**src/rtl/i2s_capture_writer_pkg.sv**
```systemverilog
// Shared widths and FSM state type for the I2S capture writer.
// Audio RAM word address is {chan, wr_ptr}.
package i2s_capture_writer_pkg;

  localparam int CHAN_W       = 4;
  localparam int POS_W        = 6;
  localparam int AUDIO_ADDR_W = CHAN_W + POS_W;
  localparam int SAMPLE_W_DEF = 16;
  localparam int MAX_CHAN     = 1 << CHAN_W;
  localparam int BIT_CNT_W    = 5;

  typedef enum logic [1:0] {
    IDLE  = 2'd0,
    WRITE = 2'd1,
    DONE  = 2'd2
  } wr_state_t;

endpackage

```
**src/rtl/i2s_capture_writer_if.sv**
```systemverilog
// Audio RAM write port between the capture writer (master) and the audio engine RAM (slave).
// The RAM accepts one word per cycle, so there is no ready signal.
interface i2s_capture_writer_if #(
  parameter int SAMPLE_W = 16
);
  import i2s_capture_writer_pkg::*;

  logic                    ram_we;
  logic [AUDIO_ADDR_W-1:0] ram_addr;
  logic [SAMPLE_W-1:0]     ram_wdata;

  modport master (output ram_we, output ram_addr, output ram_wdata);
  modport slave  (input  ram_we, input  ram_addr, input  ram_wdata);

endinterface

```
**src/rtl/i2s_capture_writer_line_rx.sv**
```systemverilog
// One I2S data line: slot bit counter, MSB-first shift register, left/right holds and
// the pair_valid flag that qualifies a frame for capture once a full L then R slot was seen while armed.
module i2s_capture_writer_line_rx
  import i2s_capture_writer_pkg::*;
#(
  parameter int SAMPLE_W = SAMPLE_W_DEF
) (
  input  logic                i_ck,
  input  logic                i_rst,
  input  logic                i_sck_rise,
  input  logic                i_ws,
  input  logic                i_sd,
  input  logic                i_arm,
  output logic [SAMPLE_W-1:0] o_hold_l,
  output logic [SAMPLE_W-1:0] o_hold_r,
  output logic                o_pair_valid
);

  localparam logic [BIT_CNT_W-1:0] CNT_LAST = BIT_CNT_W'(SAMPLE_W);
  localparam logic [BIT_CNT_W-1:0] CNT_SAT  = '1;

  logic                 r_ws_prev;
  logic [BIT_CNT_W-1:0] r_bit_cnt;
  logic [SAMPLE_W-1:0]  r_shift;
  logic [SAMPLE_W-1:0]  r_hold_l;
  logic [SAMPLE_W-1:0]  r_hold_r;
  logic                 r_l_started;
  logic                 r_got_l;
  logic                 r_pair_valid;

  logic                 w_slot_start;
  logic [BIT_CNT_W-1:0] w_cnt_nxt;
  logic [SAMPLE_W-1:0]  w_shift_nxt;
  logic                 w_in_word;

  assign w_slot_start = (i_ws != r_ws_prev);
  assign w_cnt_nxt    = w_slot_start ? '0 :
                        (r_bit_cnt == CNT_SAT) ? CNT_SAT : r_bit_cnt + 1'b1;
  assign w_shift_nxt  = {r_shift[SAMPLE_W-2:0], i_sd};
  // count 0 carries the previous slot's last bit (one-bit I2S delay)
  assign w_in_word    = (w_cnt_nxt != '0) && (w_cnt_nxt <= CNT_LAST);

  always_ff @(posedge i_ck or negedge i_rst) begin
    if (!i_rst) begin
      r_ws_prev    <= 1'b0;
      r_bit_cnt    <= '0;
      r_shift      <= '0;
      r_hold_l     <= '0;
      r_hold_r     <= '0;
      r_l_started  <= 1'b0;
      r_got_l      <= 1'b0;
      r_pair_valid <= 1'b0;
    end else begin
      if (!i_arm) begin
        r_l_started  <= 1'b0;
        r_got_l      <= 1'b0;
        r_pair_valid <= 1'b0;
      end
      if (i_sck_rise) begin
        r_ws_prev <= i_ws;
        r_bit_cnt <= w_cnt_nxt;
        if (w_in_word) begin
          r_shift <= w_shift_nxt;
        end
        if (w_slot_start && !i_ws && i_arm) begin
          r_l_started <= 1'b1;
        end
        if (w_cnt_nxt == CNT_LAST) begin
          if (i_ws) begin
            r_hold_r <= w_shift_nxt;
            if (i_arm && r_got_l) begin
              r_pair_valid <= 1'b1;
            end
          end else begin
            r_hold_l <= w_shift_nxt;
            if (i_arm && r_l_started) begin
              r_got_l <= 1'b1;
            end
          end
        end
      end
    end
  end

  assign o_hold_l     = r_hold_l;
  assign o_hold_r     = r_hold_r;
  assign o_pair_valid = r_pair_valid;

endmodule

```
**src/rtl/i2s_capture_writer.sv**
```systemverilog
// Deserialises NLINES I2S lines and writes each stereo frame into audio RAM at {chan, wr_ptr}.
// Optional I2S_TEST_PATTERN_EN adds i_test_mode, which replaces captured samples by {chan, 6'b0, wr_ptr}.
module i2s_capture_writer
  import i2s_capture_writer_pkg::*;
#(
  parameter int NLINES   = 4,
  parameter int SAMPLE_W = SAMPLE_W_DEF
) (
  input  logic              i_ck,
  input  logic              i_rst,
  input  logic              i_sck,
  input  logic              i_ws,
  input  logic [NLINES-1:0] i_sd,
  input  logic              i_enable,
  input  logic              i_clr,
`ifdef I2S_TEST_PATTERN_EN
  input  logic              i_test_mode,
`endif
  i2s_capture_writer_if.master ram,
  output logic [POS_W-1:0]  o_wr_ptr,
  output logic              o_frame,
  output logic              o_overrun
);

  localparam int                  CHANNELS  = 2 * NLINES;
  localparam logic [CHAN_W-1:0]   CHAN_LAST = CHAN_W'(CHANNELS - 1);

  logic              r_sck_s1, r_sck_s2, r_sck_d;
  logic              r_ws_s1, r_ws_s2, r_ws_prev;
  logic [NLINES-1:0] r_sd_s1, r_sd_s2;

  wr_state_t               r_state;
  logic [CHAN_W-1:0]       r_chan;
  logic [POS_W-1:0]        r_wr_ptr;
  logic                    r_frame;
  logic                    r_overrun;
  logic                    r_ram_we;
  logic [AUDIO_ADDR_W-1:0] r_ram_addr;
  logic [SAMPLE_W-1:0]     r_ram_wdata;
  logic [SAMPLE_W-1:0]     r_stage [MAX_CHAN];

  logic                w_sck_rise;
  logic                w_frame_cmp;
  logic                w_pair_all;
  logic [CHAN_W-1:0]   w_chan_nxt;
  logic [NLINES-1:0]   w_pair_valid;
  logic [SAMPLE_W-1:0] w_hold_l [NLINES];
  logic [SAMPLE_W-1:0] w_hold_r [NLINES];
  logic [SAMPLE_W-1:0] w_latch  [MAX_CHAN];

  always_ff @(posedge i_ck or negedge i_rst) begin
    if (!i_rst) begin
      r_sck_s1  <= 1'b0;
      r_sck_s2  <= 1'b0;
      r_sck_d   <= 1'b0;
      r_ws_s1   <= 1'b0;
      r_ws_s2   <= 1'b0;
      r_ws_prev <= 1'b0;
      r_sd_s1   <= '0;
      r_sd_s2   <= '0;
    end else begin
      r_sck_s1 <= i_sck;
      r_sck_s2 <= r_sck_s1;
      r_sck_d  <= r_sck_s2;
      r_ws_s1  <= i_ws;
      r_ws_s2  <= r_ws_s1;
      r_sd_s1  <= i_sd;
      r_sd_s2  <= r_sd_s1;
      if (w_sck_rise) begin
        r_ws_prev <= r_ws_s2;
      end
    end
  end

  assign w_sck_rise  = r_sck_s2 & ~r_sck_d;
  // end of the right slot closes the frame
  assign w_frame_cmp = w_sck_rise & r_ws_prev & ~r_ws_s2;
  assign w_pair_all  = &w_pair_valid;
  assign w_chan_nxt  = r_chan + 1'b1;

  for (genvar k = 0; k < NLINES; k++) begin : g_line
    i2s_capture_writer_line_rx #(
      .SAMPLE_W (SAMPLE_W)
    ) u_line_rx (
      .i_ck         (i_ck),
      .i_rst        (i_rst),
      .i_sck_rise   (w_sck_rise),
      .i_ws         (r_ws_s2),
      .i_sd         (r_sd_s2[k]),
      .i_arm        (i_enable),
      .o_hold_l     (w_hold_l[k]),
      .o_hold_r     (w_hold_r[k]),
      .o_pair_valid (w_pair_valid[k])
    );
  end

  always_comb begin
    for (int c = 0; c < MAX_CHAN; c++) begin
      w_latch[c] = '0;
    end
    for (int k = 0; k < NLINES; k++) begin
      w_latch[2*k]   = w_hold_l[k];
      w_latch[2*k+1] = w_hold_r[k];
    end
`ifdef I2S_TEST_PATTERN_EN
    if (i_test_mode) begin
      for (int c = 0; c < CHANNELS; c++) begin
        w_latch[c] = SAMPLE_W'({c[CHAN_W-1:0], 6'b0, r_wr_ptr});
      end
    end
`endif
  end

  always_ff @(posedge i_ck or negedge i_rst) begin
    if (!i_rst) begin
      r_state     <= IDLE;
      r_chan      <= '0;
      r_wr_ptr    <= '0;
      r_frame     <= 1'b0;
      r_overrun   <= 1'b0;
      r_ram_we    <= 1'b0;
      r_ram_addr  <= '0;
      r_ram_wdata <= '0;
      for (int c = 0; c < MAX_CHAN; c++) begin
        r_stage[c] <= '0;
      end
    end else begin
      r_frame <= 1'b0;
      if (i_clr) begin
        r_overrun <= 1'b0;
      end
      // set after clear so a coincident overrun wins
      if (w_frame_cmp && (r_state != IDLE)) begin
        r_overrun <= 1'b1;
      end
      case (r_state)
        IDLE: begin
          if (w_frame_cmp && i_enable && w_pair_all) begin
            for (int c = 0; c < MAX_CHAN; c++) begin
              r_stage[c] <= w_latch[c];
            end
            r_chan      <= '0;
            r_ram_we    <= 1'b1;
            r_ram_addr  <= {{CHAN_W{1'b0}}, r_wr_ptr};
            r_ram_wdata <= w_latch[0];
            r_state     <= WRITE;
          end
        end
        WRITE: begin
          if (r_chan == CHAN_LAST) begin
            r_ram_we <= 1'b0;
            r_state  <= DONE;
          end else begin
            r_chan      <= w_chan_nxt;
            r_ram_addr  <= {w_chan_nxt, r_wr_ptr};
            r_ram_wdata <= r_stage[w_chan_nxt];
          end
        end
        DONE: begin
          r_wr_ptr <= r_wr_ptr + 1'b1;
          r_frame  <= 1'b1;
          r_state  <= IDLE;
        end
        default: begin
          r_ram_we <= 1'b0;
          r_state  <= IDLE;
        end
      endcase
    end
  end

  assign ram.ram_we    = r_ram_we;
  assign ram.ram_addr  = r_ram_addr;
  assign ram.ram_wdata = r_ram_wdata;
  assign o_wr_ptr      = r_wr_ptr;
  assign o_frame       = r_frame;
  assign o_overrun     = r_overrun;

endmodule
```
**src/flat_wrapper.sv**
```systemverilog
// flat-port wrapper written by rule: the top's interface ports become plain ports
module i2s_capture_writer_flat import i2s_capture_writer_pkg::*;
#(
  parameter int NLINES   = 4,
  parameter int SAMPLE_W = SAMPLE_W_DEF
)
  (i_ck, i_rst, i_sck, i_ws, i_sd, i_enable, i_clr, o_wr_ptr, o_frame, o_overrun, ram_ram_we, ram_ram_addr, ram_ram_wdata);
  i2s_capture_writer_if #(.SAMPLE_W(SAMPLE_W)) ram_i ();
  input  logic i_ck;
  input  logic i_rst;
  input  logic i_sck;
  input  logic i_ws;
  input  logic [NLINES-1:0] i_sd;
  input  logic i_enable;
  input  logic i_clr;
  output logic [POS_W-1:0] o_wr_ptr;
  output logic o_frame;
  output logic o_overrun;
  output wire logic [$bits(ram_i.ram_we)-1:0] ram_ram_we;
  output wire logic [$bits(ram_i.ram_addr)-1:0] ram_ram_addr;
  output wire logic [$bits(ram_i.ram_wdata)-1:0] ram_ram_wdata;
  assign ram_ram_we = ram_i.ram_we;
  assign ram_ram_addr = ram_i.ram_addr;
  assign ram_ram_wdata = ram_i.ram_wdata;
  i2s_capture_writer #(.NLINES(NLINES), .SAMPLE_W(SAMPLE_W)) u_core (.i_ck(i_ck), .i_rst(i_rst), .i_sck(i_sck), .i_ws(i_ws), .i_sd(i_sd), .i_enable(i_enable), .i_clr(i_clr), .ram(ram_i), .o_wr_ptr(o_wr_ptr), .o_frame(o_frame), .o_overrun(o_overrun));
endmodule
```
**config.mk**
```make
export PLATFORM = sky130hd
export DESIGN_NAME = i2s_capture_writer_flat
export DESIGN_NICKNAME = d
export VERILOG_FILES = /design/src/rtl/i2s_capture_writer_pkg.sv /design/src/rtl/i2s_capture_writer_if.sv /design/src/rtl/i2s_capture_writer_line_rx.sv /design/src/rtl/i2s_capture_writer.sv /design/src/flat_wrapper.sv
export SDC_FILE = /design/constraint.sdc
export NUM_CORES = 1
export LEC_CHECK = 0
export BUFFER_PORTS_ARGS = -buffer_cell sky130_fd_sc_hd__buf_4
export CAP_MARGIN = 20
export CORE_MARGIN = 2
export CORE_UTILIZATION = 62
export DETAILED_ROUTE_END_ITERATION = 8
export GPL_TIMING_DRIVEN = 0
export PLACE_DENSITY_LB_ADDON = 0.2
export SYNTH_ARGS = -nofsm -noshare
export SYNTH_HDL_FRONTEND = slang
export SYNTH_HIERARCHICAL = 1
export SYNTH_SLANG_ARGS = --single-unit
```
**constraint.sdc**
```tcl
create_clock -name i_ck -period 3.2 [get_ports i_ck]
set_input_delay 0.8 -clock i_ck [delete_from_list [all_inputs] [get_ports i_ck]]
set_output_delay 0.8 -clock i_ck [all_outputs]
set_load 0.01 [all_outputs]
```
# --- After elaboration in Yosys (flattened, before gate mapping) ---
# Index checks and enable logic that the tools add are counted.
op_classes:
  mux: 81
  addsub: 6
  n_bitwise: 7
  reduce_logical: 43
  n_lt_le_gt_ge: 5
  n_eq_ne: 15
op_table:
  columns: ["cell", "n"]
  rows:
  - ["16-bit binary-select mux with 4-bit select", 1]
  - ["16-bit 2-to-1 mux", 4]
  - ["1-bit 2-to-1 mux", 57]
  - ["5-bit equality test, second input constant", 8]
  - ["5-bit 2-to-1 mux", 8]
  - ["16-bit case mux with 2 select lines", 1]
  - ["3-bit AND reduction", 10]
  - ["5-bit by 1-bit adder with 5-bit output, second input constant", 4]
  - ["5-bit less-or-equal comparator, second input constant", 4]
  - ["10-bit 2-to-1 mux", 2]
  - ["10-bit case mux with 2 select lines", 1]
  - ["5-bit nonzero test", 4]
  - ["1-bit logical AND", 17]
  - ["2-bit AND reduction", 6]
  - ["4-bit 2-to-1 mux", 2]
  - ["4-bit case mux with 2 select lines", 1]
  - ["6-bit by 1-bit adder with 6-bit output, second input constant", 1]
  - ["2-bit nonzero test", 3]
  - ["5-bit greater-or-equal comparator, second input constant", 1]
  - ["4-bit NOT with 5-bit output", 1]
  - ["4-bit by 1-bit adder with 4-bit output, second input constant", 1]
  - ["4-bit by 3-bit equality test with 1-bit output, second input constant", 1]
  - ["2-bit 2-to-1 mux", 2]
  - ["2-bit by 1-bit != test with 1-bit output, second input constant", 2]
  - ["other kinds (11)", 15]
word_totals:
  ff_bits: 403
  wordCells: 209
  input_bits: 10

# --- Depth between registers and ports, before layout ---
# Gate-level depths: netlist of run 1.
logic_depth:
  ltp_word: 8
  mapped_depth: 9
  ltp_nobuf: 7

# --- Modules after synthesis ---
# Netlist of run 1, hierarchy kept.
modules_own_cells:
  columns: ["mod", "area_each_um2", "cells_per_inst", "n_inst", "seq_area_each_um2"]
  rows:
  - ["i2s_capture_writer", 8012.7, 872, 1, 4479.3]
  - ["i2s_capture_writer_line_rx (u_core.g_line[0].u_line_rx ...)", 2273.4, 151, 3, 1401.3]
  - ["i2s_capture_writer_line_rx (u_core.g_line[3].u_line_rx)", 2275.9, 151, 1, 1401.3]

# --- Least setup slack after synthesis of run 1 ---
# OpenSTA, ideal clock, no wires.
synth_timing:
  kind: "reg-to-reg"
  start: "register u_core.r_ws_s2"
  end: "register u_core.g_line[0].u_line_rx.r_shift[0]"
  t_required_ps: 3075
  n_path_buf: 2
  setup_ps: 125
  path_slack_ps: 418
  t_arrival_ps: 2657
  stages_incl_launch_ff: 10
  cell_sequence: "dfrtp_1 -> inv_1 -> ha_1 -> o21ai_1 -> inv_1 -> ha_1 -> nor2b_1 -> clkbuf_1 -> clkbuf_1 -> mux2_2"
synth_between:
  elab_chain_len: 5
  word_cells_on_any_way: 6
  classes_between: "1 x order compare; 1 x eq/ne; 1 x mux; 3 x reduce/logical"
synth_rtl:
  columns: ["item", "line_no", "rtl"]
  rows:
  - ["start, declared", "i2s_capture_writer.sv:29", "logic r_ws_s1, r_ws_s2, r_ws_prev;"]
  - ["start signal, assigned", "i2s_capture_writer.sv:66", "r_ws_s2 <= r_ws_s1;"]
  - ["1-bit != test *", "i2s_capture_writer_line_rx.sv:36", "assign w_slot_start = (i_ws != r_ws_prev);"]
  - ["5-bit 2-to-1 mux *", "i2s_capture_writer_line_rx.sv:37", "assign w_cnt_nxt = w_slot_start ? '0 :"]
  - ["net u_core.g_line[0].u_line_rx.w_cnt_nxt[4]", "i2s_capture_writer_line_rx.sv:32", "logic [BIT_CNT_W-1:0] w_cnt_nxt;"]
  - ["5-bit less-or-equal comparator or 5-bit nonzero test (tied branches)", "i2s_capture_writer_line_rx.sv:41", "assign w_in_word = (w_cnt_nxt != '0) && (w_cnt_nxt <= CNT_LAST);"]
  - ["1-bit logical AND *", "i2s_capture_writer_line_rx.sv:41", null]
  - ["2-bit AND reduction (no source line) *", null, null]
  - ["end signal, assigned", "i2s_capture_writer_line_rx.sv:63", "r_shift <= w_shift_nxt;"]
  - ["end, declared", "i2s_capture_writer_line_rx.sv:24", "logic [SAMPLE_W-1:0] r_shift;"]
# The timed path passes the listed nets; every way through them passes the cells marked *.
# A chain may end at the register's enable or synchronous reset.

# --- Worst setup path after layout of run 1 ---
layout_timing:
  start: "register u_core.g_line[1].u_line_rx.r_bit_cnt[0]"
  end: "register u_core.g_line[1].u_line_rx.r_shift[2]"
layout_between:
  elab_chain_len: 6
  word_cells_on_any_way: 8
  classes_between: "1 x add/sub; 1 x order compare; 1 x eq/ne; 2 x mux; 3 x reduce/logical"
layout_rtl:
  columns: ["item", "line_no", "rtl"]
  rows:
  - ["start, declared", "i2s_capture_writer_line_rx.sv:23", "logic [BIT_CNT_W-1:0] r_bit_cnt;"]
  - ["start signal, assigned", "i2s_capture_writer_line_rx.sv:61", "r_bit_cnt <= w_cnt_nxt;"]
  - ["5-bit by 1-bit adder with 5-bit output or 5-bit equality test (tied branches)", "i2s_capture_writer_line_rx.sv:38", "(r_bit_cnt == CNT_SAT) ? CNT_SAT : r_bit_cnt + 1'b1;"]
  - ["5-bit 2-to-1 mux *", "i2s_capture_writer_line_rx.sv:38", null]
  - ["5-bit 2-to-1 mux *", "i2s_capture_writer_line_rx.sv:37", null]
  - ["5-bit less-or-equal comparator or 5-bit nonzero test (tied branches)", "i2s_capture_writer_line_rx.sv:41", null]
  - ["1-bit logical AND *", "i2s_capture_writer_line_rx.sv:41", null]
  - ["2-bit AND reduction (no source line) *", null, null]
  - ["end signal, assigned", "i2s_capture_writer_line_rx.sv:63", null]
  - ["end, declared", "i2s_capture_writer_line_rx.sv:24", null]
# Every way passes the cells marked *; elsewhere a longest branch is shown, timed or not.

==> results of run 1 <==
## cell usage after synthesis, types with 14 or more instances
cell type	number	area, um2
mux2i_1	54	541
clkbuf_1	38	143
nor2b_1	22	138
mux2_2	213	2400
nand4_1	18	113
buf_2	23	115
nand3_1	77	385
ha_1	14	175
nand2_1	392	1470
inv_1	25	93.8
dfrtp_1	403	10100
a21oi_1	27	135
o21ai_0	21	105
## report_power, final
group | internal (mW) | switching [mW] | total [mW]
clock | 2.83 | 1.89 | 4.72
sequential | 5.39 | 0.312 | 5.70
combinational | 0.408 | 0.398 | 0.806
## sequential cells by signal, indices dropped and copies added, names as in the netlist, 2 cells and up
register and count:
u_core/r_chan 4, u_core/r_stage 128, u_core/g_line.u_line_rx/r_got_l 4, u_core/r_sd_s2 4, u_core/g_line.u_line_rx/o_hold_l 64, u_core/g_line.u_line_rx/r_l_started 4, u_core/g_line.u_line_rx/r_ws_prev 4, u_core/ram.ram_wdata 16
u_core/g_line.u_line_rx/r_bit_cnt 20, u_core/o_wr_ptr 6, u_core/g_line.u_line_rx/r_shift 60, u_core/r_sd_s1 4, u_core/ram.ram_addr 6, u_core/r_state 2, u_core/g_line.u_line_rx/o_pair_valid 4, u_core/g_line.u_line_rx/o_hold_r 64
## cells in the final DEF, fill, tap and decap left out, drive strengths merged, types with 14 or more instances in the layout
cell type / synthesis / layout
nand2: 396 / 396
mux2: 213 / 213
mux2i: 54 / 54
nor2b: 22 / 22
clkbuf: 39 / 97
inv: 25 / 26
dfrtp: 403 / 403
a21oi: 28 / 28
o21ai: 26 / 26
nand3: 81 / 81
buf: 38 / 88
nand4: 18 / 18
ha: 14 / 14
## metal layers
| layer | routed length, um | part of all wire, % | GRT usage, % | vias up |
|---|---|---|---|---|
| li1 | - | - | - | 5235 |
| met1 | 16600 | 43 | 38.8 | 5777 |
| met2 | 18400 | 47 | 44.5 | 337 |
| met3 | 2150 | 5.5 | 4.21 | 97 |
| met4 | 1660 | 4.3 | 11.3 | 0 |
| met5 | 0 | 0 | 0 | - |
## worst min-delay path by stage
stage | start | endpoint | slack, ns | depth (start not counted)
floorplan | u_core/r_sck_s1 | u_core/r_sck_s2 | 0.33 | 0
global placement | u_core/r_sd_s1[3] | u_core/r_sd_s2[3] | 0.33 | 0
detailed placement | u_core/r_ws_s1 | u_core/r_ws_s2 | 0.34 | 0
CTS | i_rst | u_core/r_stage[248] | 0.32 | 1
global route | i_rst | u_core/ram.ram_addr[0] | 0.35 | 1
finish | i_rst | u_core/o_frame | 0.29 | 1
## area by class of cell
cell class,count,area [um2],share of cell area (%)
buffer,77,377,1.95
multi-input combinational,971,6570,34.0
tap,341,427,2.21
inverter,25,93.8,0.486
clock buffer,60,1240,6.42
clock inverter,10,104,0.537
sequential,403,10100,52.2
timing repair buffer,48,428,2.21
## worst max-delay path: stages, from the launching register on
cell	delay (ns)
dfrtp_1	0.43
ha_1	0.27
or2_2	0.32
a21o_2	0.21
o21ai_0	0.16
ha_1	0.26
nor2b_2	0.28
buf_1	0.33
clkbuf_4	0.32
mux2_2	0.35
## repair_timing
item	CTS	global route
gates resized for setup	4	11
cloned	0	0
hold buffers	0	0
endpoints found under the setup margin	40	40
## cell families (layout without fill, tap and decap cells)
| logic type | count (synthesis) | in the layout | share of synthesized area, % |
|---|---|---|---|
| compound gates | 112 | 112 | 4.70 |
| xor+xnor | 7 | 7 | 0.358 |
| fa+ha+maj | 14 | 14 | 1.02 |
| flops | 403 | 403 | 58.9 |
| buf+inv | 102 | 220 | 2.70 |
| simple gates | 569 | 569 | 14.8 |
| mux | 269 | 269 | 17.4 |
## through the flow
stage	cells	setup slack, ns
finish	1935	0.155
global route	1935	0.0184
CTS	1935	0.00678
detailed placement	1865	-0.559
global placement	1861	-2.51
floorplan	1476	0.418
==> results_dict.tcl, run 1 <==
set metrics [dict create \
    dpl_cell_area_um2 18000 \
    holdWs_ns 0.289 \
    first_pass_iters 7 \
    yosys_warnings 6 \
    cts_made_buffers 41 \
    rsz0062_at_grt "no" \
    ys.flop_type "dfrtp_1" \
    syn_nets 1500 \
    cellLeakagePower_nw 10.3 \
    route.detailed.drc 0 \
    grtUsageTotal_pct 27.9 \
    cts_root_buf "clkbuf_16" \
    slew_headroom_pct 44.6 \
    drive_gt1_share_pct 25.1 \
    wl_per_cell_um 20.1 \
    initial_core_util_pct 63.3 \
    fill_cells 1948 \
    crit_end "u_core/g_line[1].u_line_rx/r_shift[2]" \
    regToRegEndpoint "u_core/g_line[1].u_line_rx/r_shift[2]" \
    fp.dieW_um 170 \
    vias 11400 \
    antenna_found_initial 0 \
    finalCritPeriodShare_pct 95.2 \
    clkSinkCount 403 \
    critPathRequiredTime_ns 3.61 \
    period_minus_slack_ns 3.05 \
    postSynthAreaPerCell_um2 11.6 \
    htree_levels 2 \
    hp-class "primary input to asynchronous set/reset pin" \
    clock_path_buffers 3 \
    synth_seq_cells 403 \
    grt_max_degree 110 \
    cts_tree "built" \
    finalSetupViolCount 0 \
    max_cap_violations 0 \
    rr_worst_depth 9 \
    cp-end-kind "flip-flop" \
    synth_edf_count 0 \
    place_congestion 1.03 \
    die_y_um 170 \
    hold_viol 0 \
    p_total_mw 11.2 \
    core_um2 27000 \
    clk_pin_slew_worst_paths_ns 0.06 \
    clock_skew_ns 0.0200 \
    slew_viol_final 0 \
    routed_wirelength_mm 38.8 \
    grt_pass1_vias 11600 \
    yosysUniqueCellTypes 55 \
    grt.overflow.total 0 \
    postCtsSetupBuffers 0 \
    crit_type "flip-flop to flip-flop" \
    clock.fmax_mhz 328 \
    outcome "complete, no violations" \
    die_area_um2 28900 \
    drtIter0Drc 970 \
    clkLatencyLatePin_ns 0.54 \
    startpoint_type "flip-flop" \
    viasPerCell 5.92 \
    rr_startpoint "u_core/g_line[1].u_line_rx/r_bit_cnt[0]" \
    postLayoutCoreUtil_pct 71.5 \
    ir_drop_v 0.000511 \
    p_per_area_nw_per_um2 581 \
    final_area_um2 19300 \
    synth_area_um2 17100 \
    rrSetupSlack_ns 0.15 \
    nets 1591 \
    dpl.hpwl_mm 27.6 \
    syn_inst 1476 \
    n_antenna_cell 0 \
    io_buffers 44 \
    detail-route-antenna-nets 0 \
    setup_tns_ns 0 \
    crit_fanout 10 \
    tightest_slew_ns 0.826 \
    io_pins 45 \
    grt_pass1_wl_mm 62.4 \
    crit_start "u_core/g_line[1].u_line_rx/r_bit_cnt[0]" \
    critPathArrivalTime_ns 3.46 \
    yosysSeqAreaShare_pct 58.9 \
    placementRows 60 \
    area_growth_pct 12.9 \
    ys_async_sr_fraction_pct 100 \
]
No activity file was read; power rests on OpenSTA's default activity.
==> inputs of run 2 (changes only) <==
- BUFFER_PORTS_ARGS: -buffer_cell sky130_fd_sc_hd__buf_4 -> not set
- CORE_UTILIZATION: 62 -> 55
- DONT_BUFFER_PORTS: not set -> 1
- PLACE_DENSITY: not set -> 0.72
- PLACE_DENSITY_LB_ADDON: 0.2 -> not set
==> run 2 against run 1 <==
Cell area is 1.0% lower. Non-clock buffer count is 45 lower. Sequential power hardly changed. Sequential share of layout area is 0.54 points higher. Cell count is 0.72% higher. Combinational power is 13% lower. Clock-buffer cell count is 1 lower. Critical path depth stayed put. Flip-flop and latch count stayed put. Die area is 12% higher. Fmax is 1.3% lower. Largest power group unchanged.
==> results_dict.tcl, run 2 (synthesis gave the netlist of run 1 again) <==
set metrics [dict create \
    clkLatencyLatePin_ns 0.54 \
    grt_pass1_wl_mm 63.1 \
    wl_per_cell_um 20.2 \
    detail-route-antenna-nets 0 \
    htree_levels 2 \
    final_area_um2 19100 \
    cts_tree "built" \
    viasPerCell 5.78 \
    vias 11300 \
    critPathRequiredTime_ns 3.62 \
    crit_start "u_core/r_ws_s2" \
    clock.fmax_mhz 324 \
    regToRegEndpoint "u_core/g_line[1].u_line_rx/r_shift[0]" \
    regMostFlops "u_core/r_stage" \
    placementRows 64 \
    outcome "complete, no violations" \
    final_cell_mix "dfrtp_1 (402), nand2_1 (392), mux2_2 (213)" \
    slew_viol_final 0 \
    fp.dieW_um 180 \
    initial_core_util_pct 55.9 \
    grtUsageTotal_pct 24.6 \
    cp-end-kind "flip-flop" \
    cts_root_buf "clkbuf_16" \
    clkPwrFrac_pct 44.1 \
    antenna_found_initial 0 \
    ir_drop_v 0.000546 \
    area_growth_pct 11.8 \
    place_congestion 0.964 \
    io_buffers 0 \
    nets 1547 \
    rrSetupSlack_ns 0.11 \
    finalSetupViolCount 0 \
    grt_max_degree 404 \
    clock_path_buffers 3 \
    slew_headroom_pct 21.4 \
    grt_pass1_vias 11500 \
    grt.overflow.total 0 \
    first_pass_iters 5 \
    swShare_pct 22.5 \
    route.detailed.drc 0 \
    rr_startpoint "u_core/r_ws_s2" \
    postCtsSetupBuffers 0 \
    hold_viol 0 \
    period_minus_slack_ns 3.09 \
    cts_made_buffers 42 \
    dpl.hpwl_mm 27.1 \
    p_total_mw 11.4 \
    cellLeakagePower_nw 10.1 \
    crit_fanout 23 \
    startpoint_type "flip-flop" \
    rr_worst_depth 9 \
    core_um2 30600 \
    critPathArrivalTime_ns 3.50 \
    dpl_cell_area_um2 17600 \
    max_cap_violations 0 \
    tightest_slew_ns 1.18 \
    die_area_um2 32500 \
    n_antenna_cell 0 \
    drtIter0Drc 910 \
    fill_cells 2450 \
    p_seq_share_pct 49.7 \
    clk_pin_slew_worst_paths_ns 0.06 \
    drive_gt1_share_pct 23.2 \
    die_y_um 180 \
    finalCritPeriodShare_pct 96.4 \
    routed_wirelength_mm 39.4 \
    hp-class "primary input to asynchronous set/reset pin" \
    rsz0062_at_grt "no" \
    largest_reg_flops 128 \
    p_int_mw 8.87 \
    p_switching_mw 2.57 \
    clock_skew_ns 0.0269 \
    final_common_cell "dfrtp_1" \
    crit_type "flip-flop to flip-flop" \
    clkSinkCount 403 \
    p_comb_share_pct 6.1 \
    p_per_area_nw_per_um2 598 \
    io_pins 45 \
]
[run 2: cell count changes in the layout (fill, tap and decap cells not counted), moves of 2 or more]
cell,previous run,this run
buf_16,3,0
clkinvlp_4,0,3
buf_12,0,2
clkbuf_16,43,45
buf_4,49,6
bufinv_16,2,4
[run 2: area by class of cell]
| cell class | instances | area (um2) | share of cell area [%] |
|---|---|---|---|
| Buffer | 77 | 375 | 1.96 |
| Multi-Input combinational cell | 971 | 6570 | 34.3 |
| Clock buffer | 59 | 1270 | 6.63 |
| Clock inverter | 15 | 190 | 0.994 |
| Timing Repair Buffer | 3 | 47.5 | 0.249 |
| Inverter | 25 | 93.8 | 0.491 |
| Tap cell | 396 | 495 | 2.59 |
| Sequential cell | 403 | 10100 | 52.8 |
[run 2: worst max-delay path, stage by stage (launching register included)]
cell      delay (ns)
dfrtp_4         0.60
inv_1           0.08
ha_1            0.37
o21ai_1         0.20
inv_1           0.10
ha_1            0.31
nor2b_2         0.28
clkbuf_1        0.34
clkbuf_4        0.33
mux2_2          0.35
[run 2: power by group through the flow]
| stage | combinational (mW) | clock [mW] | sequential, mW |
|---|---|---|---|
| floorplan | 0.583 | 0 | 5.67 |
| global placement | 0.649 | 0 | 5.76 |
| detailed placement | 0.684 | 0 | 5.78 |
| CTS | 0.690 | 5.14 | 5.69 |
| global route | 0.787 | 5.36 | 5.75 |
| finish | 0.703 | 5.05 | 5.69 |
[run 2: routing by layer]
layer	vias up	GRT usage [%]	part of all wire, %
met1	5711	34.1	42
met3	70	4.08	6.2
met5	-	0	0
met2	316	39.5	48
li1	5168	-	-
met4	0	8.65	3.5
[run 2: worst max-delay path by stage]
stage	slack (ns)	to
3_3_place_gp	-0.56	u_core/g_line[1].u_line_rx/r_shift[0]
3_5_place_dp	-0.62	u_core/g_line[1].u_line_rx/r_shift[12]
2_1_floorplan	0.42	u_core/g_line[0].u_line_rx/r_shift[0]
6_report	0.11	u_core/g_line[1].u_line_rx/r_shift[0]
5_1_grt	0.001	u_core/g_line[1].u_line_rx/r_shift[10]
4_1_cts	0.04	u_core/g_line[2].u_line_rx/r_shift[12]
[run 2: stage by stage]
step | setup TNS (ns) | util [%] | cells | worst slack, ns | hold WS, ns
floorplan | 0 | - | 1476 | 0.418 | 0.331
global placement | -12.24 | 57.6 | 1872 | -0.559 | 0.335
detailed placement | -14.58 | 57.6 | 1873 | -0.623 | 0.337
CTS | 0 | 62.4 | 1947 | 0.0370 | -0.0420
global route | 0 | 62.5 | 1949 | 0.00128 | -0.0211
finish | 0 | 62.5 | 1949 | 0.114 | 0.00184
[run 2: repair_timing]
item	in CTS	in global routing
resized for setup	5	6
hold endpoints to repair	399	23
endpoints found under the setup margin	45	30
==> inputs of run 3 (changes only) <==
- GPL_TIMING_DRIVEN: 0 -> 1
- REMOVE_ABC_BUFFERS: not set -> 1
==> run 3 against run 2 <==
Fmax is 13% higher. Clock skew is 0.0068 ns lower. Global-route usage is 3.4 points lower. Combinational power is 3.4% higher. Critical path depth is 3 lower. Core utilization is 0.22 points lower. Critical endpoint is now u_core/g_line[0].u_line_rx/o_hold_r[8]. Register-to-register slack better by 0.35 ns. Via count is 4.6% lower. Setup slack better by 0.35 ns. Non-clock buffer count is 49 lower. Largest power group unchanged. Worst hold slack better by 0.0066 ns.
==> results_dict.tcl, run 3 (synthesis gave the netlist of run 1 again) <==
set metrics [dict create \
    ir_drop_v 0.000287 \
    clk_pin_slew_worst_paths_ns 0.06 \
    cts_tree "built" \
    seq_area_um2 10100 \
    grt_pass1_vias 10900 \
    die_area_um2 32500 \
    die_y_um 180 \
    grt.overflow.total 0 \
    drtIter0Drc 733 \
    fill_cells 2349 \
    drive_gt1_share_pct 23.1 \
    postLayoutCoreUtil_pct 62.3 \
    io_pins 45 \
    grt_pass1_wl_mm 57.0 \
    nets 1499 \
    wl_per_cell_um 17.8 \
    rrSetupSlack_ns 0.46 \
    cellLeakagePower_nw 10.0 \
    clkLatencyLatePin_ns 0.54 \
    first_pass_iters 5 \
    crit_type "flip-flop to flip-flop" \
    clock_skew_ns 0.0201 \
    io_buffers 0 \
    grt_util_met1_pct 31.0 \
    use_met2_pct 33.1 \
    initial_core_util_pct 55.9 \
    crit_fanout 16 \
    grtUsageTotal_pct 21.2 \
    cp-end-kind "flip-flop" \
    place_congestion 0.804 \
    critPathArrivalTime_ns 3.15 \
    max_cap_violations 0 \
    cts_resized 0 \
    clkSinkCount 403 \
    cts_made_buffers 43 \
    dpl.cell_count 1820 \
    route.detailed.drc 0 \
    rr_worst_depth 6 \
    final_cell_mix "dfrtp_1 (403), nand2_1 (392), mux2_2 (213)" \
    regToRegEndpoint "u_core/g_line[0].u_line_rx/o_hold_r[8]" \
    rr_startpoint "u_core/r_ws_s2" \
    dpl_cell_area_um2 17500 \
    placementRows 64 \
    slew_viol_final 0 \
    clock.fmax_mhz 365 \
    slew_headroom_pct 55.1 \
    viasPerCell 5.65 \
    vias 10700 \
    hp-class "primary input to asynchronous set/reset pin" \
    htree_levels 2 \
    clock_path_buffers 3 \
    critPathRequiredTime_ns 3.61 \
    core_um2 30600 \
    period_minus_slack_ns 2.74 \
    busiest_layer "met2" \
    antenna_found_initial 0 \
    dpl.hpwl_mm 20.9 \
    area_growth_pct 11.4 \
    fp.dieW_um 180 \
    rsz0062_at_grt "no" \
    multi_input_area_um2 6610 \
    tightest_slew_ns 0.672 \
    largest_reg_flops 128 \
    routed_wirelength_mm 33.9 \
    cts_root_buf "clkbuf_16" \
    grt_max_degree 404 \
    regMostFlops "u_core/r_stage" \
    grt_use_met3_pct 4.00 \
    n_antenna_cell 0 \
    stdcell_count 1902 \
    final_common_cell "dfrtp_1" \
    finalCritPeriodShare_pct 85.5 \
    finalSetupViolCount 0 \
    postCtsSetupBuffers 0 \
    hold_viol 0 \
    final_area_um2 19100 \
    startpoint_type "flip-flop" \
    p_per_area_nw_per_um2 592 \
    outcome "complete, no violations" \
    detail-route-antenna-nets 0 \
]
==> run 3: worst max path at each step <==
stage	startpoint	slack, ns	endpoint
detailed placement	u_core/r_ws_s2	0.50	u_core/g_line[0].u_line_rx/o_hold_r[9]
global placement	u_core/r_ws_s2	0.54	u_core/g_line[1].u_line_rx/o_hold_r[13]
CTS	u_core/r_ws_s2	0.47	u_core/g_line[1].u_line_rx/o_hold_r[15]
finish	u_core/r_ws_s2	0.46	u_core/g_line[0].u_line_rx/o_hold_r[8]
global route	u_core/r_ws_s2	0.26	u_core/g_line[1].u_line_rx/o_hold_r[10]
floorplan	u_core/r_ws_s2	-1.31	u_core/ram.ram_wdata[14]
==> run 3: power by group <==
part | leakage [nW] | internal (mW) | switching, mW | total, mW
Clock | 0.681 | 2.94 | 1.93 | 4.87
Combinational | 3.85 | 0.402 | 0.325 | 0.727
Sequential | 5.49 | 5.39 | 0.292 | 5.68
Total | 10.0 | 8.73 | 2.55 | 11.3
==> run 3: layout make-up <==
cell class	instances	share of cell area (%)
Multi-Input combinational cell	971	34.7
Timing Repair Buffer	31	1.92
Clock inverter	11	0.604
Clock buffer	65	6.78
Sequential cell	403	52.9
Inverter	25	0.492
Tap cell	396	2.60
==> run 3: through the flow <==
stage                     TNS, ns  setup WS, ns  power, mW  hold WS, ns
final                           0         0.463       11.3      0.00846
after global routing            0         0.258       11.8      -0.0197
after floorplan           -171.64         -1.31       6.25        0.331
after global placement          0         0.538       6.41        0.336
after CTS                       0         0.469       11.3      -0.0440
after detailed placement        0         0.497       6.46        0.340
==> run 3: per-layer routing <==
layer	part of all wire [%]	wire length, um	vias to the layer above
met5	0	0	-
li1	-	-	5065
met4	1.5	499	0
met1	47	16100	5381
met2	46	15600	259
met3	5.1	1720	44
==> run 3: critical path: stages (launching register included) <==
cell	delay (ns)
dfrtp_1	0.70
inv_1	0.10
ha_1	0.37
o21ai_1	0.15
a2111oi_4	0.40
nand3_2	0.44
mux2_2	0.44
